File: src/rtl/fix_to_fp_11_5_pkg.sv
`default_nettype none
// ============================================================================
// Module  : fix_to_fp_11_5_pkg
// Purpose : Shared constants for the FloPoCo 11_5 floating-point format
//           (wE=5, wF=11): exception codes, field widths, exponent bias and
//           the encoder FSM state encoding. The greater_than decoder reuses
//           the same field constants.
// Revision: 1.0 - initial release
// ============================================================================
package fix_to_fp_11_5_pkg;

    localparam int FP_WE   = 5;
    localparam int FP_WF   = 11;
    localparam int FP_BIAS = (1 << (FP_WE - 1)) - 1;

    localparam logic [1:0] EXC_ZERO   = 2'b00;
    localparam logic [1:0] EXC_NORMAL = 2'b01;
    localparam logic [1:0] EXC_INF    = 2'b10;
    localparam logic [1:0] EXC_NAN    = 2'b11;

    typedef enum logic [1:0] {
        ST_IDLE  = 2'd0,
        ST_NORM  = 2'd1,
        ST_ROUND = 2'd2,
        ST_OUT   = 2'd3
    } state_t;

endpackage : fix_to_fp_11_5_pkg
`default_nettype wire

File: src/rtl/fix_to_fp_11_5_fp_round_pack.sv
`default_nettype none
// ============================================================================
// Module  : fp_round_pack
// Purpose : Combinational round-to-nearest-even and pack stage. Takes the
//           bits below the leading one of the normalised magnitude, the
//           signed biased exponent and the sign; produces the FloPoCo word.
// Ports   : mag  - normalised magnitude without its leading one
//           e    - signed biased exponent (before rounding carry)
//           sign - operand sign
//           fp   - packed {exc[1:0], sign, exponent[WE-1:0], fraction[WF-1:0]}
// Revision: 1.0 - initial release
// ============================================================================
module fp_round_pack
    import fix_to_fp_11_5_pkg::*;
#(
    parameter int width = 18,
    parameter int WE    = FP_WE,
    parameter int WF    = FP_WF,
    parameter int IN_W  = 24
) (
    input  logic                 sign,
    input  logic [IN_W-2:0]      mag,
    input  logic signed [WE+1:0] e,
    output logic [width:0]       fp
);

    localparam int GPOS = IN_W - 2 - WF;
    localparam logic signed [WE+1:0] E_MAX = (WE+2)'((1 << WE) - 1);

    logic [WF-1:0]        w_frac;
    logic                 w_guard;
    logic                 w_sticky;
    logic                 w_inc;
    logic [WF:0]          w_sum;
    logic signed [WE+1:0] w_e_adj;

    assign w_frac   = mag[IN_W-2 -: WF];
    assign w_guard  = mag[GPOS];
    assign w_sticky = |mag[GPOS-1:0];
    // Ties go to the even fraction: only round up on an exact half when LSB=1.
    assign w_inc    = w_guard & (w_sticky | w_frac[0]);
    assign w_sum    = {1'b0, w_frac} + {{WF{1'b0}}, w_inc};
    // A carry out of the fraction means 1.111..1 rounded to 10.000..0:
    // the fraction wraps to zero (w_sum[WF-1:0]) and the exponent moves up.
    assign w_e_adj  = e + $signed({{(WE+1){1'b0}}, w_sum[WF]});

    always_comb begin
        fp = '0;
        if (w_e_adj > E_MAX) begin
            fp = {EXC_INF, sign, {(WE+WF){1'b0}}};
        end else if (w_e_adj[WE+1]) begin
            fp = {EXC_ZERO, sign, {(WE+WF){1'b0}}};
        end else begin
            fp = {EXC_NORMAL, sign, w_e_adj[WE-1:0], w_sum[WF-1:0]};
        end
    end

endmodule : fp_round_pack
`default_nettype wire

File: src/rtl/fix_to_fp_11_5.sv
`default_nettype none
// ============================================================================
// Module  : fix_to_fp_11_5
// Purpose : Sequential encoder from signed fixed-point (value = in_fix /
//           2^FRAC_BITS) to the 19-bit FloPoCo 11_5 word. Normalises one bit
//           per cycle, then rounds and packs. Valid/ready on both sides.
// Ports   : clk, rst          - clock, synchronous active-high reset
//           in_fix/in_valid/in_ready    - operand handshake
//           out_fp/out_valid/out_ready  - result handshake
// Revision: 1.0 - initial release
// ============================================================================
module fix_to_fp_11_5
    import fix_to_fp_11_5_pkg::*;
#(
    parameter int width     = 18,
    parameter int WE        = FP_WE,
    parameter int WF        = FP_WF,
    parameter int IN_W      = 24,
    parameter int FRAC_BITS = 8,
    parameter int BIAS      = FP_BIAS
) (
    input  logic            clk,
    input  logic            rst,
    input  logic [IN_W-1:0] in_fix,
    input  logic            in_valid,
    output logic            in_ready,
    output logic [width:0]  out_fp,
    output logic            out_valid,
    input  logic            out_ready
);

    // Exponent of a magnitude whose leading one sits at bit IN_W-1.
    localparam logic signed [WE+1:0] E_INIT = (WE+2)'(IN_W - 1 - FRAC_BITS + BIAS);

    state_t               r_state;
    state_t               w_state_nxt;
    logic [IN_W-1:0]      r_mag;
    logic signed [WE+1:0] r_e;
    logic                 r_sign;
    logic [width:0]       r_fp;
    logic [IN_W-1:0]      w_mag_in;
    logic                 w_in_zero;
    logic [width:0]       w_fp_packed;

    // Unsigned negation: the most negative input maps to 2^(IN_W-1) exactly.
    assign w_mag_in  = in_fix[IN_W-1] ? (-in_fix) : in_fix;
    assign w_in_zero = (in_fix == '0);

    always_ff @(posedge clk) begin
        if (rst) begin
            r_state <= ST_IDLE;
        end else begin
            r_state <= w_state_nxt;
        end
    end

    always_comb begin
        w_state_nxt = r_state;
        in_ready    = 1'b0;
        out_valid   = 1'b0;
        case (r_state)
            ST_IDLE: begin
                in_ready = 1'b1;
                if (in_valid) begin
                    w_state_nxt = w_in_zero ? ST_OUT : ST_NORM;
                end
            end
            ST_NORM: begin
                if (r_mag[IN_W-1]) begin
                    w_state_nxt = ST_ROUND;
                end
            end
            ST_ROUND: begin
                w_state_nxt = ST_OUT;
            end
            ST_OUT: begin
                out_valid = 1'b1;
                if (out_ready) begin
                    w_state_nxt = ST_IDLE;
                end
            end
            default: begin
                w_state_nxt = ST_IDLE;
            end
        endcase
    end

    always_ff @(posedge clk) begin
        if (rst) begin
            r_mag  <= '0;
            r_e    <= '0;
            r_sign <= 1'b0;
            r_fp   <= '0;
        end else begin
            case (r_state)
                ST_IDLE: begin
                    if (in_valid) begin
                        r_sign <= in_fix[IN_W-1];
                        r_mag  <= w_mag_in;
                        r_e    <= E_INIT;
                        if (w_in_zero) begin
                            r_fp <= '0;
                        end
                    end
                end
                ST_NORM: begin
                    if (!r_mag[IN_W-1]) begin
                        r_mag <= {r_mag[IN_W-2:0], 1'b0};
                        r_e   <= r_e - (WE+2)'(1);
                    end
                end
                ST_ROUND: begin
                    r_fp <= w_fp_packed;
                end
                default: begin
                end
            endcase
        end
    end

    fp_round_pack #(
        .width (width),
        .WE    (WE),
        .WF    (WF),
        .IN_W  (IN_W)
    ) u_round_pack (
        .sign (r_sign),
        .mag  (r_mag[IN_W-2:0]),
        .e    (r_e),
        .fp   (w_fp_packed)
    );

    assign out_fp = r_fp;

endmodule : fix_to_fp_11_5
`default_nettype wire

File: config.mk
export PLATFORM = sky130hd
export DESIGN_NAME = fix_to_fp_11_5
export DESIGN_NICKNAME = d
export VERILOG_FILES = /design/src/rtl/fix_to_fp_11_5_pkg.sv /design/src/rtl/fix_to_fp_11_5_fp_round_pack.sv /design/src/rtl/fix_to_fp_11_5.sv
export SDC_FILE = /design/constraint.sdc
export NUM_CORES = 1
export LEC_CHECK = 0
export CORE_UTILIZATION = 59
export DETAILED_ROUTE_END_ITERATION = 8
export GPL_TIMING_DRIVEN = 0
export PLACE_DENSITY = 0.92
export SLEW_MARGIN = 5
export SYNTH_ARGS = -nofsm -noshare
export SYNTH_HDL_FRONTEND = slang
export SYNTH_SLANG_ARGS = --single-unit
File: constraint.sdc
create_clock -name clk -period 8.38 [get_ports clk]
set_input_delay 2.095 -clock clk [delete_from_list [all_inputs] [get_ports clk]]
set_output_delay 2.095 -clock clk [all_outputs]
set_load 0.005 [all_outputs]
==> results.sh, run 1 <==
export IMPL_fin_util=0.7540
export IMPL_period_minus_slack_ns=4.508
export IMPL_cts_setup_buffers=0
export IMPL_synth_async_reset_ratio=0
export IMPL_sw_frac_of_total=0.4414
export IMPL_cts_resized=0
export IMPL_clockRootBuffer="clkbuf_8"
export IMPL_wirelength_um=8907
export IMPL_setup_worst_path_class="in2reg"
export IMPL_num_io_pins=49
export IMPL_hold_path_class="reg2reg"
export IMPL_maxClockFrequency_ghz=0.2218
export IMPL_avgSynthCellArea_um2=7.675
export IMPL_tns_ns=0
export IMPL_viasPerCell=6.144
export IMPL_timing_hold_ws_ns=0.4582
export IMPL_drv_slew=0
export IMPL_setup_viol=0
export IMPL_cp_required_ns=8.62
export IMPL_dieArea_um2=5924
export IMPL_cts_buffer_depth=2
export IMPL_critPathLaunch="in_fix[0]"
export IMPL_timing_rr_start="r_mag[16]$_SDFFE_PP0P_"
export IMPL_dp_slack_ns=3.602
export IMPL_grt_remaining_overflow=0
export IMPL_numCtsBuffers=5
export IMPL_globalplace_congestion=0.9573
export IMPL_rsz0062_at_grt="false"
export IMPL_ys_ff_latch=53
export IMPL_fin_crit_sh=0.5379
export IMPL_critPathLaunchType="primary input"
export IMPL_crit_chain="clkdlybuf4s50_1 > inv_1 > ha_1 > nor4b_1 > nand4b_2 > o21ai_2 > buf_2 > nand3_1 > a21oi_1"
export IMPL_hold_start="out_fp[17]$_SDFFE_PP0P_"
export IMPL_fin_skew_ns=0.009095
export IMPL_die_w_um=76.97
export IMPL_grt_max_degree=17
export IMPL_maxCapViolations=0
export IMPL_grt_first_pass_wirelength_um=14880
export IMPL_syn_inst=432
export IMPL_worstSetupEndpointType="flip-flop"
export IMPL_pwr_share_comb=0.483
export IMPL_synth_edf_count=0
export IMPL_antenna_found_initial=0
export IMPL_hold_viol_final=0
export IMPL_die_h_um=76.97
export IMPL_slowest_delay_ns=0.51
export IMPL_start_util=0.6292
export IMPL_avgRoutedWirePerCell_um=16.05
export IMPL_ir_worst_vdd_v=0.0001726
export IMPL_clkPwrFrac=0.168
export IMPL_power_frac_seq=0.348
export IMPL_firstDrtPassIters=5
export IMPL_slew_headroom=0.5744
export IMPL_hpwlAfterDp_um=6671
export IMPL_place_inst=547
export IMPL_p_leak_uw=0.001389
export IMPL_synth_distinct_cells=53
export IMPL_p_int_uw=609.4
export IMPL_areaGrowthSynthToFinish_pct=19.85
export IMPL_clk_latency_ns=0.31
export IMPL_synth_nets=469
export IMPL_cp_max_fo=10
export IMPL_grt_pass1_vias=3183
export IMPL_tightest_slew_ns=0.6206
export IMPL_clk_pin_slew_ns=0.10
export IMPL_drive_gt1_frac=0.03918
export IMPL_yosys_most_used_dff="dfxtp_1"
export IMPL_cp_top_family="simple AND/OR/NAND/NOR gates"
export IMPL_rows=26
export IMPL_portBuffers=45
export IMPL_clock_sinks=53
export IMPL_power_switching_uw=481.6
export IMPL_status="finished, final reports clean"
export IMPL_final_common_cell="dfxtp_1"
export IMPL_slowest_stage="o21ai_2"
export IMPL_yosys_warnings=0
export IMPL_h_tree_depth=2
export IMPL_cp_arrival_ns=4.75
export IMPL_grt_total_usage=0.3126
export IMPL_cts_tree="yes"
export IMPL_setup_slack_ns=3.872
export IMPL_drc=0
export IMPL_seq_area_frac_synth=0.3200
export IMPL_fin_cells=555
export IMPL_syn_cell_area_um2=3316
export IMPL_final_cell_mix="dfxtp_1, nand2_1, clkdlybuf4s50_1, a21oi_1, nor2_1"
export IMPL_power_density_nw_per_um2=274.6
export IMPL_nets=521
export IMPL_drt_initial_drc_count=342
export IMPL_route_vias_total=3410
export IMPL_fp_coreArea_um2=5270
export IMPL_antenna_cells=0
export IMPL_timing_critical_path_buf_inv=3
export IMPL_hold_buffers=0
export IMPL_detail_route_antenna_nets=0
[final cells by class]
type | instances | area, um2
buffer | 32 | 122.6
clock buffer | 6 | 82.58
clock inverter | 2 | 37.54
fill | 405 | 1296
inverter | 15 | 56.30
multi-input combinational | 332 | 2076
sequential | 53 | 1061
tap | 70 | 87.58
timing repair buffer | 45 | 450.4
[tightest hold or removal path, delay by kind of cell (launching register included)]
| kind | cells | cell delay [ns] |
|---|---|---|
| simple gates | 1 | 0.05 |
| compound gates | 1 | 0.05 |
| flops | 1 | 0.32 |
[power by group through the flow]
stage / logic, uW / clock network (uW) / registers (uW)
5_1_grt: 580 / 191 / 388
3_3_place_gp: 490 / 0 / 379
2_1_floorplan: 379 / 0 / 365
6_report: 527 / 183 / 380
4_1_cts: 516 / 182 / 377
3_5_place_dp: 510 / 0 / 382
[synth_stat cells, drive strengths merged, types with 5 or more instances]
library cell	count	area, um2
dfxtp	53	1061
o41ai	6	60.06
o21ai	15	78.83
inv	15	56.30
clkbuf	29	108.9
nor4	9	62.56
xnor2	23	201.4
nand3	26	130.1
a21oi	40	200.2
mux2i	9	90.09
a311oi	6	58.80
nor2b	5	31.28
a211oi	5	37.54
a22oi	6	45.04
a221oi	5	43.79
xor2	10	87.58
nor2	33	123.9
nor3	15	75.07
ha	9	112.6
nand2b	5	31.28
nand2	52	195.2
nand4	6	37.54
[flip-flops by register name (all words and copies together) (netlist names)]
name / flops
r_state: 2
out_fp: 19
r_mag: 24
r_e: 7
r_sign: 1
[path summary, 6_finish.rpt]
kind                                  end  slack, ns  depth (start not counted)
setup / recovery   out_fp[7]$_SDFFE_PP0P_       3.87                          9
hold / removal    out_fp[17]$_SDFFE_PP0P_       0.46                          2
setup reg to reg   out_fp[7]$_SDFFE_PP0P_       5.27                         10
hold reg to reg   out_fp[17]$_SDFFE_PP0P_       0.46                          2
[metal layers]
layer	share of wire	GRT usage
met3	0.084	0.03571
met4	0.019	0.1019
met2	0.48	0.5223
met5	0	0
met1	0.42	0.4171
[through the flow]
stage	total power, uW	area, um2
4_1_cts	1075	3974
3_5_place_dp	891.7	3854
6_report	1091	3974
2_1_floorplan	744.0	3316
3_3_place_gp	869.0	3854
5_1_grt	1160	3974
[cell families after synthesis]
| kind of cell | after synthesis | share of synthesized area |
|---|---|---|
| xor+xnor | 33 | 0.08717 |
| buf+inv | 47 | 0.05396 |
| simple gates | 178 | 0.2728 |
| fa+ha+maj | 9 | 0.03396 |
| flops | 53 | 0.3200 |
| compound gates | 102 | 0.2015 |
| mux | 10 | 0.03057 |
(Power assumes the default switching activity.)
==> run 2: changes to the inputs <==
--- a/config.mk
+++ b/config.mk
@@ -5,10 +5,10 @@
 export SDC_FILE = /design/constraint.sdc
 export NUM_CORES = 1
 export LEC_CHECK = 0
-export CORE_UTILIZATION = 59
+export CORE_UTILIZATION = 55
 export DETAILED_ROUTE_END_ITERATION = 8
 export GPL_TIMING_DRIVEN = 0
-export PLACE_DENSITY = 0.92
+export PLACE_DENSITY = 0.87
 export SLEW_MARGIN = 5
 export SYNTH_ARGS = -nofsm -noshare
 export SYNTH_HDL_FRONTEND = slang
==> constraint.sdc (replaced) <==
create_clock -name clk -period 4.45 [get_ports clk]
set_input_delay 1.1125 -clock clk [delete_from_list [all_inputs] [get_ports clk]]
set_output_delay 1.1125 -clock clk [all_outputs]
set_load 0.005 [all_outputs]
==> run 2 against run 1 <==
Die area grew 7.1%. Sequential power grew 87%. Power grew 88%. Core utilization shrank 4.9 points. Via count shrank 0.29%. Count of clock-buffer cells in the layout is the same. Global-route usage shrank 2.3 points. Clock power grew 89%. Highest routed layer unchanged. Register-to-register slack lost 3.9 ns. Non-clock buffer count is the same. Clock skew shrank 0.00091 ns. First-iteration DRC count shrank 20%.
==> results.sh, run 2 (same netlist as run 1, synthesis figures left out) <==
export IMPL_maxCapViolations=0
export IMPL_areaGrowthSynthToFinish_pct=19.92
export IMPL_worstSetupEndpointType="flip-flop"
export IMPL_critPathLaunchType="primary input"
export IMPL_cts_setup_buffers=0
export IMPL_firstDrtPassIters=6
export IMPL_slowest_delay_ns=0.53
export IMPL_power_density_nw_per_um2=514.6
export IMPL_antenna_found_initial=0
export IMPL_num_io_pins=49
export IMPL_viasPerCell=6.104
export IMPL_grt_first_pass_wirelength_um=14390
export IMPL_detail_route_antenna_nets=0
export IMPL_period_minus_slack_ns=3.483
export IMPL_largest_register="r_mag"
export IMPL_slew_headroom=0.5741
export IMPL_globalplace_congestion=0.9209
export IMPL_maxClockFrequency_ghz=0.2871
export IMPL_drt_initial_drc_count=274
export IMPL_hold_viol_final=0
export IMPL_power_frac_seq=0.348
export IMPL_largest_reg_flops=24
export IMPL_cp_top_family="simple AND/OR/NAND/NOR gates"
export IMPL_drive_gt1_frac=0.03918
export IMPL_avgRoutedWirePerCell_um=15.50
export IMPL_grt_max_degree=17
export IMPL_final_cell_mix="dfxtp_1, nand2_1, clkdlybuf4s50_1, a21oi_1, nor2_1"
export IMPL_start_util=0.5877
export IMPL_rows=27
export IMPL_p_total_uw=2046
export IMPL_fill_cells=477
export IMPL_drv_slew=0
export IMPL_die_h_um=79.65
export IMPL_drc=0
export IMPL_cts_tree="yes"
export IMPL_timing_critical_path_buf_inv=2
export IMPL_clk_pin_slew_ns=0.10
export IMPL_clkPwrFrac=0.169
export IMPL_cts_buffer_depth=2
export IMPL_hold_path_class="reg2reg"
export IMPL_portBuffers=45
export IMPL_cp_required_ns=4.67
export IMPL_power_switching_uw=899.0
export IMPL_grt_remaining_overflow=0
export IMPL_setup_viol=0
export IMPL_setup_worst_path_class="in2reg"
export IMPL_crit_chain="clkdlybuf4s50_1 > or4_1 > clkbuf_1 > nor4_1 > or4b_1 > mux2i_1 > a311oi_1"
export IMPL_p_int_uw=1147
export IMPL_fp_coreArea_um2=5642
export IMPL_fin_skew_ns=0.008188
export IMPL_ir_worst_vdd_v=0.0003128
export IMPL_h_tree_depth=2
export IMPL_nets=521
export IMPL_status="finished, final reports clean"
export IMPL_clock_sinks=53
export IMPL_cp_arrival_ns=3.70
export IMPL_grt_pass1_vias=3112
export IMPL_final_common_cell="dfxtp_1"
export IMPL_clk_latency_ns=0.31
export IMPL_cts_resized=0
export IMPL_slowest_stage="or4_1"
export IMPL_tns_ns=0
export IMPL_hold_buffers=0
export IMPL_tightest_slew_ns=0.6210
export IMPL_fin_crit_sh=0.7826
export IMPL_dieArea_um2=6343
export IMPL_die_w_um=79.65
export IMPL_clockRootBuffer="clkbuf_8"
export IMPL_route_vias_total=3400
export IMPL_timing_hold_ws_ns=0.4553
export IMPL_rsz0062_at_grt="false"
export IMPL_cp_max_fo=6
export IMPL_pwr_share_comb=0.483
export IMPL_grt_total_usage=0.2899
export IMPL_antenna_cells=0
export IMPL_wirelength_um=8634
export IMPL_hpwlAfterDp_um=6539
export IMPL_sw_frac_of_total=0.4394
export IMPL_numCtsBuffers=5
export IMPL_p_leak_uw=0.001389
## run 2: cell counts in the layout (fill, tap and decap cells not counted)
No cell type changed its count.
## run 2: power by group through the flow
stage	logic (uW)	clock network, uW	registers [uW]
2_1_floorplan	714	0	688
3_3_place_gp	927	0	712
6_report	989	346	711
5_1_grt	1100	365	726
4_1_cts	966	346	707
3_5_place_dp	958	0	717
## run 2: cell type report
class / count / area [um2] / area share
multi-input combinational: 332 / 2076 / 0.5220
inverter: 15 / 56.30 / 0.01416
clock inverter: 2 / 37.54 / 0.009440
timing repair buffer: 45 / 450.4 / 0.1133
clock buffer: 6 / 82.58 / 0.02077
buffer: 32 / 122.6 / 0.03084
sequential: 53 / 1061 / 0.2668
tap: 72 / 90.09 / 0.02266
## run 2: layer usage
metal	vias to the layer above	part of all wire	wire length [um]	GRT usage
met5	-	0	0	0
met1	1530	0.45	3867	0.3807
met3	23	0.076	659	0.05829
met2	180	0.45	3913	0.4667
met4	0	0.022	194	0.1055
li1	1667	-	-	-
## run 2: tightest hold or removal path, stage by stage (launching register included)
cell     delay, ns
dfxtp_1       0.32
nand2_1       0.05
a21oi_1       0.05
## run 2: path summary, 6_finish.rpt
| check | from | to | slack [ns] | depth (start not counted) |
|---|---|---|---|---|
| hold / removal | out_fp[15]$_SDFFE_PP0P_ | out_fp[15]$_SDFFE_PP0P_ | 0.46 | 2 |
| setup reg to reg | r_mag[16]$_SDFFE_PP0P_ | out_fp[10]$_SDFFE_PP0P_ | 1.38 | 10 |
| setup / recovery | in_fix[2] | r_mag[21]$_SDFFE_PP0P_ | 0.97 | 7 |
| hold reg to reg | out_fp[15]$_SDFFE_PP0P_ | out_fp[15]$_SDFFE_PP0P_ | 0.46 | 2 |
## run 2: per-stage QoR
step           utilization  setup WS, ns  cell area, um2  instances
6_report            0.7048        0.9673            3976        557
3_3_place_gp        0.6835        0.6632            3856        549
4_1_cts             0.7048        0.9780            3976        557
2_1_floorplan            -         1.343            3316        432
5_1_grt             0.7048        0.7187            3976        557
3_5_place_dp        0.6835        0.6518            3856        549
==> run 3: changes to the inputs <==
==> constraint.sdc (replaced) <==
create_clock -name clk -period 3.4 [get_ports clk]
set_input_delay 0.85 -clock clk [delete_from_list [all_inputs] [get_ports clk]]
set_output_delay 0.85 -clock clk [all_outputs]
set_load 0.005 [all_outputs]
==> run 3 against run 2 <==
Register-to-register slack got worse by 0.95 ns. Sequential power increased by 31%. Routed wire length increased by 0.14%. Non-clock buffer count decreased by 1. Sequential cell count unchanged. Sequential share of layout area decreased by 0.13 points. Worst setup slack got worse by 0.75 ns. Via count decreased by 0.68%. Clock power increased by 31%. Largest cell class unchanged. Highest routed layer unchanged.
==> results.sh, run 3 (same netlist as run 1, synthesis figures left out) <==
export IMPL_status="finished, final reports clean"
export IMPL_antenna_cells=0
export IMPL_num_io_pins=49
export IMPL_clock_sinks=53
export IMPL_rows=27
export IMPL_wirelength_um=8646
export IMPL_tightest_slew_ns=0.7614
export IMPL_cts_buffer_depth=2
export IMPL_timing_rr_start="r_mag[16]$_SDFFE_PP0P_"
export IMPL_grt_pass1_vias=3112
export IMPL_hold_start="out_fp[15]$_SDFFE_PP0P_"
export IMPL_antenna_found_initial=0
export IMPL_hold_path_class="reg2reg"
export IMPL_start_util=0.5877
export IMPL_cts_setup_buffers=0
export IMPL_cp_arrival_ns=3.40
export IMPL_fin_util=0.7084
export IMPL_grt_max_degree=17
export IMPL_die_w_um=79.65
export IMPL_dp_slack_ns=-0.1357
export IMPL_largest_register="r_mag"
export IMPL_holdPathStages=2
export IMPL_detail_route_antenna_nets=0
export IMPL_maxClockFrequency_ghz=0.3143
export IMPL_grt_remaining_overflow=0
export IMPL_p_leak_uw=0.001385
export IMPL_p_total_uw=2680
export IMPL_power_density_nw_per_um2=670.6
export IMPL_grt_total_usage=0.2899
export IMPL_grt_first_pass_wirelength_um=14390
export IMPL_areaGrowthSynthToFinish_pct=20.53
export IMPL_setup_viol=0
export IMPL_clk_latency_ns=0.31
export IMPL_cp_required_ns=3.61
export IMPL_drt_initial_drc_count=318
export IMPL_worstSetupEndpointType="flip-flop"
export IMPL_cts_tree="yes"
export IMPL_h_tree_depth=2
export IMPL_maxCapViolations=0
export IMPL_avgRoutedWirePerCell_um=15.55
export IMPL_die_h_um=79.65
export IMPL_worst_r2r_path_depth=10
export IMPL_drc=0
export IMPL_route_vias_total=3377
export IMPL_cts_resized=0
export IMPL_final_common_cell="dfxtp_1"
export IMPL_clockRootBuffer="clkbuf_8"
export IMPL_place_inst=549
export IMPL_fill_cells=472
export IMPL_hpwlAfterDp_um=6539
export IMPL_fin_crit_sh=0.9358
export IMPL_hold_buffers=0
export IMPL_firstDrtPassIters=5
export IMPL_tns_ns=0
export IMPL_critPathLaunch="in_fix[6]"
export IMPL_final_cell_mix="dfxtp_1, nand2_1, clkdlybuf4s50_1, a21oi_1, nor2_1"
export IMPL_ir_worst_vdd_v=0.0004114
export IMPL_hold_viol_final=0
export IMPL_slowest_delay_ns=0.53
export IMPL_clk_pin_slew_ns=0.10
export IMPL_setup_slack_ns=0.2183
export IMPL_nets=520
export IMPL_largest_reg_flops=24
export IMPL_cp_max_fo=7
export IMPL_fin_skew_ns=0.007074
export IMPL_slowest_stage="or4b_1"
export IMPL_drv_slew=0
export IMPL_rsz0062_at_grt="false"
export IMPL_period_minus_slack_ns=3.182
export IMPL_drive_gt1_frac=0.04545
export IMPL_critPathLaunchType="primary input"
export IMPL_globalplace_congestion=0.9209
export IMPL_dieArea_um2=6343
export IMPL_viasPerCell=6.074
export IMPL_fin_cells=556
export IMPL_setup_worst_path_class="in2reg"
export IMPL_portBuffers=45
export IMPL_numCtsBuffers=5
export IMPL_crit_chain="clkdlybuf4s50_1 > or4_1 > buf_2 > or3_4 > or4b_1 > mux2i_1 > a311oi_1"
export IMPL_fp_coreArea_um2=5642
export IMPL_slew_headroom=0.4924
==> run 3: layer usage <==
layer	part of all wire	wire, um	vias up	global-route usage
met5	0	0	-	0
met4	0.022	186	0	0.1055
met3	0.091	787	20	0.05829
met2	0.46	3990	180	0.4667
met1	0.43	3682	1513	0.3807
li1	-	-	1664	-
==> run 3: cell type report <==
class,count,area [um2],area share
inverters,15,56.30,0.01409
clock buffers,6,82.58,0.02066
repair buffers,45,450.4,0.1127
clock inverters,2,37.54,0.009393
well taps,72,90.09,0.02254
flip-flops and latches,53,1061,0.2655
plain buffers,31,118.9,0.02974
multi-input cells,332,2100,0.5254
==> run 3: path summary, 6_finish.rpt <==
check,end,slack [ns]
min reg2reg,out_fp[15]$_SDFFE_PP0P_,0.46
max reg2reg,out_fp[10]$_SDFFE_PP0P_,0.43
max,r_mag[21]$_SDFFE_PP0P_,0.22
min,out_fp[15]$_SDFFE_PP0P_,0.46
==> run 3: critical path: cells and delay by family <==
family	cells	cell delay (ns)
buffers and inverters	2	0.64
AND/OR/NAND/NOR	3	1.44
multiplexers	1	0.16
AO/OA/AOI/OAI	1	0.30
==> run 3: report_power, final <==
| group | internal, uW | total [uW] | leakage, uW | switching (uW) |
|---|---|---|---|---|
| Clock | 240 | 452 | 0.0000574 | 212 |
| Sequential | 781 | 931 | 0.000434 | 150 |
| Combinational | 483 | 1300 | 0.000893 | 814 |
| Total | 1500 | 2680 | 0.00138 | 1180 |
==> run 3: per-stage QoR <==
| step | hold WS (ns) | cell area, um2 |
|---|---|---|
| finish | 0.4551 | 3996 |
| CTS | 0.4584 | 3976 |
| global route | 0.4712 | 3996 |
| global placement | 0.4389 | 3856 |
| detailed placement | 0.4449 | 3856 |
| floorplan | 0.4366 | 3316 |
